File: src/rtl/shift_arb_pkg.sv
// Shared types for the shift arbiter: requester ids and output-stage states.
// Imported by the arbiter, the round-robin grant block and the testbench.
package shift_arb_pkg;

    typedef logic req_id_t;

    localparam req_id_t ID_REQ0 = 1'b0;
    localparam req_id_t ID_REQ1 = 1'b1;

    typedef enum logic {
        EMPTY = 1'b0,
        FULL  = 1'b1
    } out_state_t;

    // The requester that loses a grant is the one favoured next time.
    function automatic req_id_t other_id(input req_id_t id);
        return ~id;
    endfunction

endpackage

File: src/rtl/rr_arb2.sv
// Two-way round-robin grant. Owns the priority pointer, which moves only
// when a granted request is actually accepted.
module rr_arb2
    import shift_arb_pkg::*;
(
    input  logic    clk,
    input  logic    rst_n,
    input  logic    valid0,
    input  logic    valid1,
    input  logic    accept,
    output logic    grant0,
    output logic    grant1,
    output req_id_t grant_id,
    output logic    fire
);

    req_id_t ptr;

    always_comb begin
        grant0   = valid0 & (~valid1 | (ptr == ID_REQ0));
        grant1   = valid1 & (~valid0 | (ptr == ID_REQ1));
        grant_id = grant1 ? ID_REQ1 : ID_REQ0;
        fire     = (grant0 | grant1) & accept;
    end

    always_ff @(posedge clk or negedge rst_n) begin
        if (!rst_n) begin
            ptr <= ID_REQ0;
        end else if (fire) begin
            ptr <= other_id(grant_id);
        end
    end

endmodule

File: src/rtl/sll.sv
// Combinational N-bit logical left shift with zero fill.
// Every bit of the shift amount is honoured: any amount >= N yields zero.
module sll #(
    parameter int N = 8
) (
    input  logic [N-1:0] a,
    input  logic [N-1:0] b,
    output logic [N-1:0] y
);

    localparam logic [N-1:0] LIMIT = N[N-1:0];

    always_comb begin
        y = '0;
        if (b < LIMIT) begin
            y = a << b;
        end
    end

endmodule

File: src/rtl/shift_arbiter.sv
// Shares one sll shifter between two requesters with round-robin arbitration
// and a single-entry registered output stage (full throughput, 1-cycle latency).
module shift_arbiter
    import shift_arb_pkg::*;
#(
    parameter int N = 8
) (
    input  logic         clk,
    input  logic         rst_n,
    input  logic         req0_valid,
    input  logic [N-1:0] req0_a,
    input  logic [N-1:0] req0_b,
    output logic         req0_ready,
    input  logic         req1_valid,
    input  logic [N-1:0] req1_a,
    input  logic [N-1:0] req1_b,
    output logic         req1_ready,
    output logic         out_valid,
    output logic [N-1:0] out_data,
    output logic         out_id,
    input  logic         out_ready
);

    // Handshake: a transfer happens on any edge where valid & ready are both 1.
    // Readies depend combinationally on valids, the pointer, state and out_ready;
    // producers hold valid/payload until ready, and valid never waits on ready.

    out_state_t   state;
    out_state_t   state_next;
    logic         can_accept;
    logic         grant0;
    logic         grant1;
    req_id_t      grant_id;
    logic         fire;
    logic [N-1:0] sh_a;
    logic [N-1:0] sh_b;
    logic [N-1:0] sh_y;

    // Gating with rst_n keeps both readies low for the whole reset window.
    assign can_accept = rst_n & ((state == EMPTY) | out_ready);

    rr_arb2 u_arb (
        .clk      (clk),
        .rst_n    (rst_n),
        .valid0   (req0_valid),
        .valid1   (req1_valid),
        .accept   (can_accept),
        .grant0   (grant0),
        .grant1   (grant1),
        .grant_id (grant_id),
        .fire     (fire)
    );

    assign req0_ready = grant0 & can_accept;
    assign req1_ready = grant1 & can_accept;

    assign sh_a = (grant_id == ID_REQ1) ? req1_a : req0_a;
    assign sh_b = (grant_id == ID_REQ1) ? req1_b : req0_b;

    sll #(.N(N)) u_sll (
        .a (sh_a),
        .b (sh_b),
        .y (sh_y)
    );

    always_comb begin
        state_next = state;
        if (fire) begin
            state_next = FULL;
        end else if ((state == FULL) && out_ready) begin
            state_next = EMPTY;
        end
    end

    always_ff @(posedge clk or negedge rst_n) begin
        if (!rst_n) begin
            state    <= EMPTY;
            out_data <= '0;
            out_id   <= ID_REQ0;
        end else begin
            state <= state_next;
            if (fire) begin
                out_data <= sh_y;
                out_id   <= grant_id;
            end
        end
    end

    assign out_valid = (state == FULL);

endmodule

File: config.mk
export PLATFORM = sky130hd
export DESIGN_NAME = shift_arbiter
export DESIGN_NICKNAME = d
export VERILOG_FILES = /design/src/rtl/shift_arb_pkg.sv /design/src/rtl/rr_arb2.sv /design/src/rtl/sll.sv /design/src/rtl/shift_arbiter.sv
export SDC_FILE = /design/constraint.sdc
export NUM_CORES = 1
export LEC_CHECK = 0
export BUFFER_PORTS_ARGS = -buffer_cell sky130_fd_sc_hd__buf_2
export CAP_MARGIN = 25
export CORE_ASPECT_RATIO = 0.5
export CORE_MARGIN = 2
export CORE_UTILIZATION = 25
export DETAILED_ROUTE_END_ITERATION = 10
export PLACE_DENSITY_LB_ADDON = 0.15
export SLEW_MARGIN = 15
export SYNTH_ARGS = -nofsm -noshare
export SYNTH_HDL_FRONTEND = slang
export SYNTH_SLANG_ARGS = --single-unit
File: constraint.sdc
create_clock -name clk -period 2.2 [get_ports clk]
set_input_delay 0.11 -clock clk [delete_from_list [all_inputs] [get_ports clk]]
set_output_delay 0.11 -clock clk [all_outputs]
set_load 0.005 [all_outputs]
======== Yosys cells after proc, flatten, opt, wreduce, memory -nomap -nowiden ========
Index checks and enable logic that the tools add are counted.
storage, ports and cells
  bits in registers ....................... 11
  output and inout port bits .............. 12
  word-level logic and storage cells ...... 29
  input port bits ......................... 37
operators by class
  muxes and demuxes ....................... 6
  bitwise operators ....................... 15
  reduce and logical (&&, ||, !) cells .... 2
  shift-type cells ........................ 1
  magnitude comparators ................... 1
operators by type and width
  cell                                                number
  two-way mux 8 bit                                   3
  < comparator 8 x 4 -> 1 bit, second input constant  1
  << shifter 8 x 8 -> 8 bit                           1
  bitwise AND 1 bit                                   6
  inverter 1 bit                                      5
  OR 1 bit                                            4
  two-way mux 1 bit                                   3
  nonzero test 2 bit                                  1
  logical AND 1 bit                                   1

======== Depth between registers and ports, before layout ========
  depth after elaboration ................. 7
  depth in mapped cells ................... 7
  mapped depth without buffers ............ 6

======== Hierarchy ========
From an unflattened synthesis, not the netlist that was laid out.
unflattened totals
  cells, all modules ...................... 85
  area total of the unflattened synthesis .. 1003.5 um^2
by module, submodules not included
  module         cells each  seq. area each (um^2)  area each (um^2)  times used
  shift_arbiter  43          250.2                  633.1             1
  sll            34          0.0                    300.3             1
  rr_arb2        8           25.0                   70.1              1

======== Worst setup path after synthesis ========
Ideal clock, no wire load.
  path type ............................... register to register
  from .................................... register u_arb.ptr
  to ...................................... register out_data[4]
  setup slack ............................. 0.609 ns
  stages on the path, launching flop included .. 7
  path buffers ............................ 0
  arrival time ............................ 1.470 ns
  clock period less this slack ............ 1.591 ns
  setup time .............................. 0.121 ns
  cells stage by stage .................... dfrtp_1 -> nand2b_4 -> nand2_4 -> mux2i_4 -> mux2i_1 -> o22ai_1 -> a22o_1
on the way
  word-level cells in the longest chain between the ends .. 6
  elaborated cells on any way between the ends .. 13
ends and longest elaborated chain
  item                                                                      line                                      text
  from (decl)                                                               rr_arb2.sv:17                             req_id_t ptr;
  from (signal assigned)                                                    rr_arb2.sv:30                             ptr <= other_id(grant_id);
  OR 1 bit                                                                  rr_arb2.sv:21                             grant1 = valid1 & (~valid0 | (ptr == ID_REQ1));
  bitwise AND 1 bit                                                         rr_arb2.sv:21
  two-way mux 1 bit                                                         rr_arb2.sv:22                             grant_id = grant1 ? ID_REQ1 : ID_REQ0;
  two-way mux 8 bit (on tied branches)                                      shift_arbiter.sv:58, shift_arbiter.sv:57
  < comparator 8 x 4 -> 1 bit or << shifter 8 x 8 -> 8 bit (tied branches)  sll.sv:15, sll.sv:16
  two-way mux 8 bit                                                         sll.sv:15                                 if (b < LIMIT) begin
  to (signal assigned)                                                      shift_arbiter.sv:83                       out_data <= sh_y;
  to (decl)                                                                 shift_arbiter.sv:19                       output logic [N-1:0] out_data,
Parallel ways exist; a longest one is shown, timed or not.
A chain may end at the register's enable or synchronous reset.

======== Final worst setup path ========
  from .................................... register u_arb.ptr
  to ...................................... register out_data[5]
The elaborated chain is that of the path after synthesis.

==> flow_summary.json <==
{
  "outcome": "finished, final reports clean",
  "dieHeight_um": 48.3,
  "dp_slack_ps": 368,
  "grt_max_degree": 14,
  "grt_pass1_wl_um": 4330,
  "critPathKind": "reg2reg",
  "num_rows": 16,
  "rsz0062_at_grt": "no",
  "vias": 936,
  "core_area_sq_um": 3820,
  "powerDensity_nw_per_um2": 499,
  "postCtsSetupRepairBufs": 0,
  "end_kind": "register",
  "clk_latency_ps": 230,
  "synth_nets": 141,
  "area_growth_pct": 33.7,
  "fmax_mhz": 540,
  "final_hold_viol_count": 0,
  "crit_fanout": 13,
  "firstDrtPassIters": 4,
  "place_hpwl_um": 2240,
  "maxCapViolations": 0,
  "synth_cells": 104,
  "crit_start": "u_arb.ptr$_DFFE_PN0P_",
  "setup_ws_ps": 348,
  "slew-limit-headroom": 0.714,
  "syn_area_per_cell_sq_um": 9.42,
  "final_nets": 191,
  "cts_hold_buffers": 1,
  "fin_crit_ps": 1850,
  "grtUsageTotal": 0.128,
  "drtIter0Drc": 61,
  "synth_top_area_frac": 0.281,
  "required_ps": 2320,
  "slew_violations": 0,
  "die_w_um": 92.5,
  "p_total_w": 0.000654,
  "hp-class": "in2reg",
  "wl_per_cell_um": 13.1,
  "finalWirelength_um": 2720,
  "fin_tns_setup_ps": 0,
  "syn-cell-area_sq_um": 980,
  "ant_nets": 0,
  "skew_ps": 1.24,
  "h-tree-depth": 1,
  "cts.sinks": 11,
  "final_cells": 207,
  "worstMarginPinSlew_ps": 417,
  "tritoncts": "done",
  "ios": 49,
  "synth_area_leaders": "dfrtp_1 (28%), mux2i_1 (20%), a22o_1 (5.4%), mux2i_4 (4.6%), o22ai_1 (3.2%)",
  "dp.cells": 202,
  "arrival_ps": 1970,
  "diodes": 0,
  "yosysWarnings": 0,
  "ys_ff_latch": 11,
  "start_kind": "register",
  "grt_pass1_vias": 830,
  "drc": 0,
  "synth_top_area_cell": "dfrtp_1",
  "drive_gt1_frac": 0.392,
  "cts_buffers": 3,
  "clk_pin_slew_ps": 50,
  "start_util": 0.256,
  "cts-root-buf": "clkbuf_8",
  "yosysSeqAreaShare": 0.281,
  "synth_cell_types": 38,
  "r2r-start": "u_arb.ptr$_DFFE_PN0P_",
  "die_area_sq_um": 4470,
  "grt_antenna_before_repair": 0,
  "hp-start": "req1_valid",
  "cts_max_path_buffers": 2,
  "overflow": 0,
  "vdd_drop_max_uv": 143,
  "power_leakage_nw": 0.686,
  "finalCritPeriodShare": 0.842,
  "gp_congestion": 0.797,
  "port-buffer-count": 48,
  "finalSetupViolCount": 0,
  "ctsResizeCount": 0,
  "vias_per_cell": 4.52
}
path summary, 6_finish.rpt:
path / to / slack (ps) / cells past startpoint
setup / recovery: out_data[5]$_DFFE_PN0P_ / 350 / 6
min in group asynchronous: out_valid$_DFFE_PN0P_ / 280 / 2
setup reg to reg: out_data[5]$_DFFE_PN0P_ / 350 / 6
max in group asynchronous: out_data[7]$_DFFE_PN0P_ / 1700 / 2
hold reg to reg: out_data[7]$_DFFE_PN0P_ / 490 / 1
hold / removal: u_arb.ptr$_DFFE_PN0P_ / 180 / 2
flip-flops by register name, summed over array words and instances (netlist names):
| name | flops |
|---|---|
| out_valid | 1 |
| out_id | 1 |
| u_arb.ptr | 1 |
| out_data | 8 |
Yosys cell counts, drive strengths merged:
library cell,count
a21bo,1
a21oi,3
a22o,6
a2bb2oi,1
a311oi,1
a31oi,1
a32o,1
and2,3
and2b,1
and3,1
buf,5
dfrtp,11
inv,6
mux2,1
mux2i,22
nand2,9
nand2b,4
nand3,3
nand3b,1
nor2,4
nor3,1
nor4,2
o211ai,2
o21ai,5
o21bai,1
o22a,1
o22ai,5
o311ai,1
o31ai,1
layer usage:
layer	GRT usage	part of all wire	vias to the layer above
met5	0	0	-
met4	0.0358	0.0074	0
met3	0.0139	0.041	2
met2	0.171	0.37	24
met1	0.210	0.58	415
li1	-	-	495
stage by stage:
stage | area [sq um] | hold WS, ps | utilization
floorplan | 980 | -186 | -
global placement | 1250 | 10.6 | 0.328
detailed placement | 1250 | 11.4 | 0.328
CTS | 1310 | 176 | 0.343
global route | 1310 | 208 | 0.343
finish | 1310 | 184 | 0.343
cells by family (layout without fill, tap and decap cells):
family | Yosys count | in the layout | synth area share
AO/OA/AOI/OAI | 30 | 30 | 0.223
AND/OR/NAND/NOR | 29 | 29 | 0.170
multiplexers | 23 | 23 | 0.262
flip-flops | 11 | 11 | 0.281
buffers and inverters | 11 | 60 | 0.0639
power by group:
part | switching (W) | total, W | internal [W] | leakage (nW)
clock network | 0.0000734 | 0.000200 | 0.000127 | 0.0228
registers | 0.00000951 | 0.000225 | 0.000216 | 0.146
logic | 0.000121 | 0.000228 | 0.000107 | 0.517
worst max-delay path: stages, from the launching register on:
cell and delay (ps):
dfrtp_1 410, nand2b_4 170, nand2_4 200, mux2i_4 410
mux2i_1 220, o21ai_0 100, a22o_1 210
final cells by class:
type / instances / area (sq um)
Sequential cell: 11 / 275
Clock buffer: 4 / 45.0
Fill cell: 402 / 2510
Tap cell: 54 / 67.6
Inverter: 6 / 22.5
Multi-Input combinational cell: 82 / 642
Timing Repair Buffer: 50 / 258
cells in the final DEF (no fill, tap or decap), types with 2 or more instances in the layout:
cell	count
a22o_1	6
nand3_1	3
a21oi_1	3
nand2b_1	3
mux2i_1	20
nand2_1	8
o22ai_1	5
o211ai_1	2
o21ai_0	3
inv_1	6
nor2_1	3
mux2i_4	2
nor4_1	2
and2_1	2
clkbuf_8	3
dfrtp_1	11
buf_2	48
Note: power is estimated with default switching activity, not from simulation.
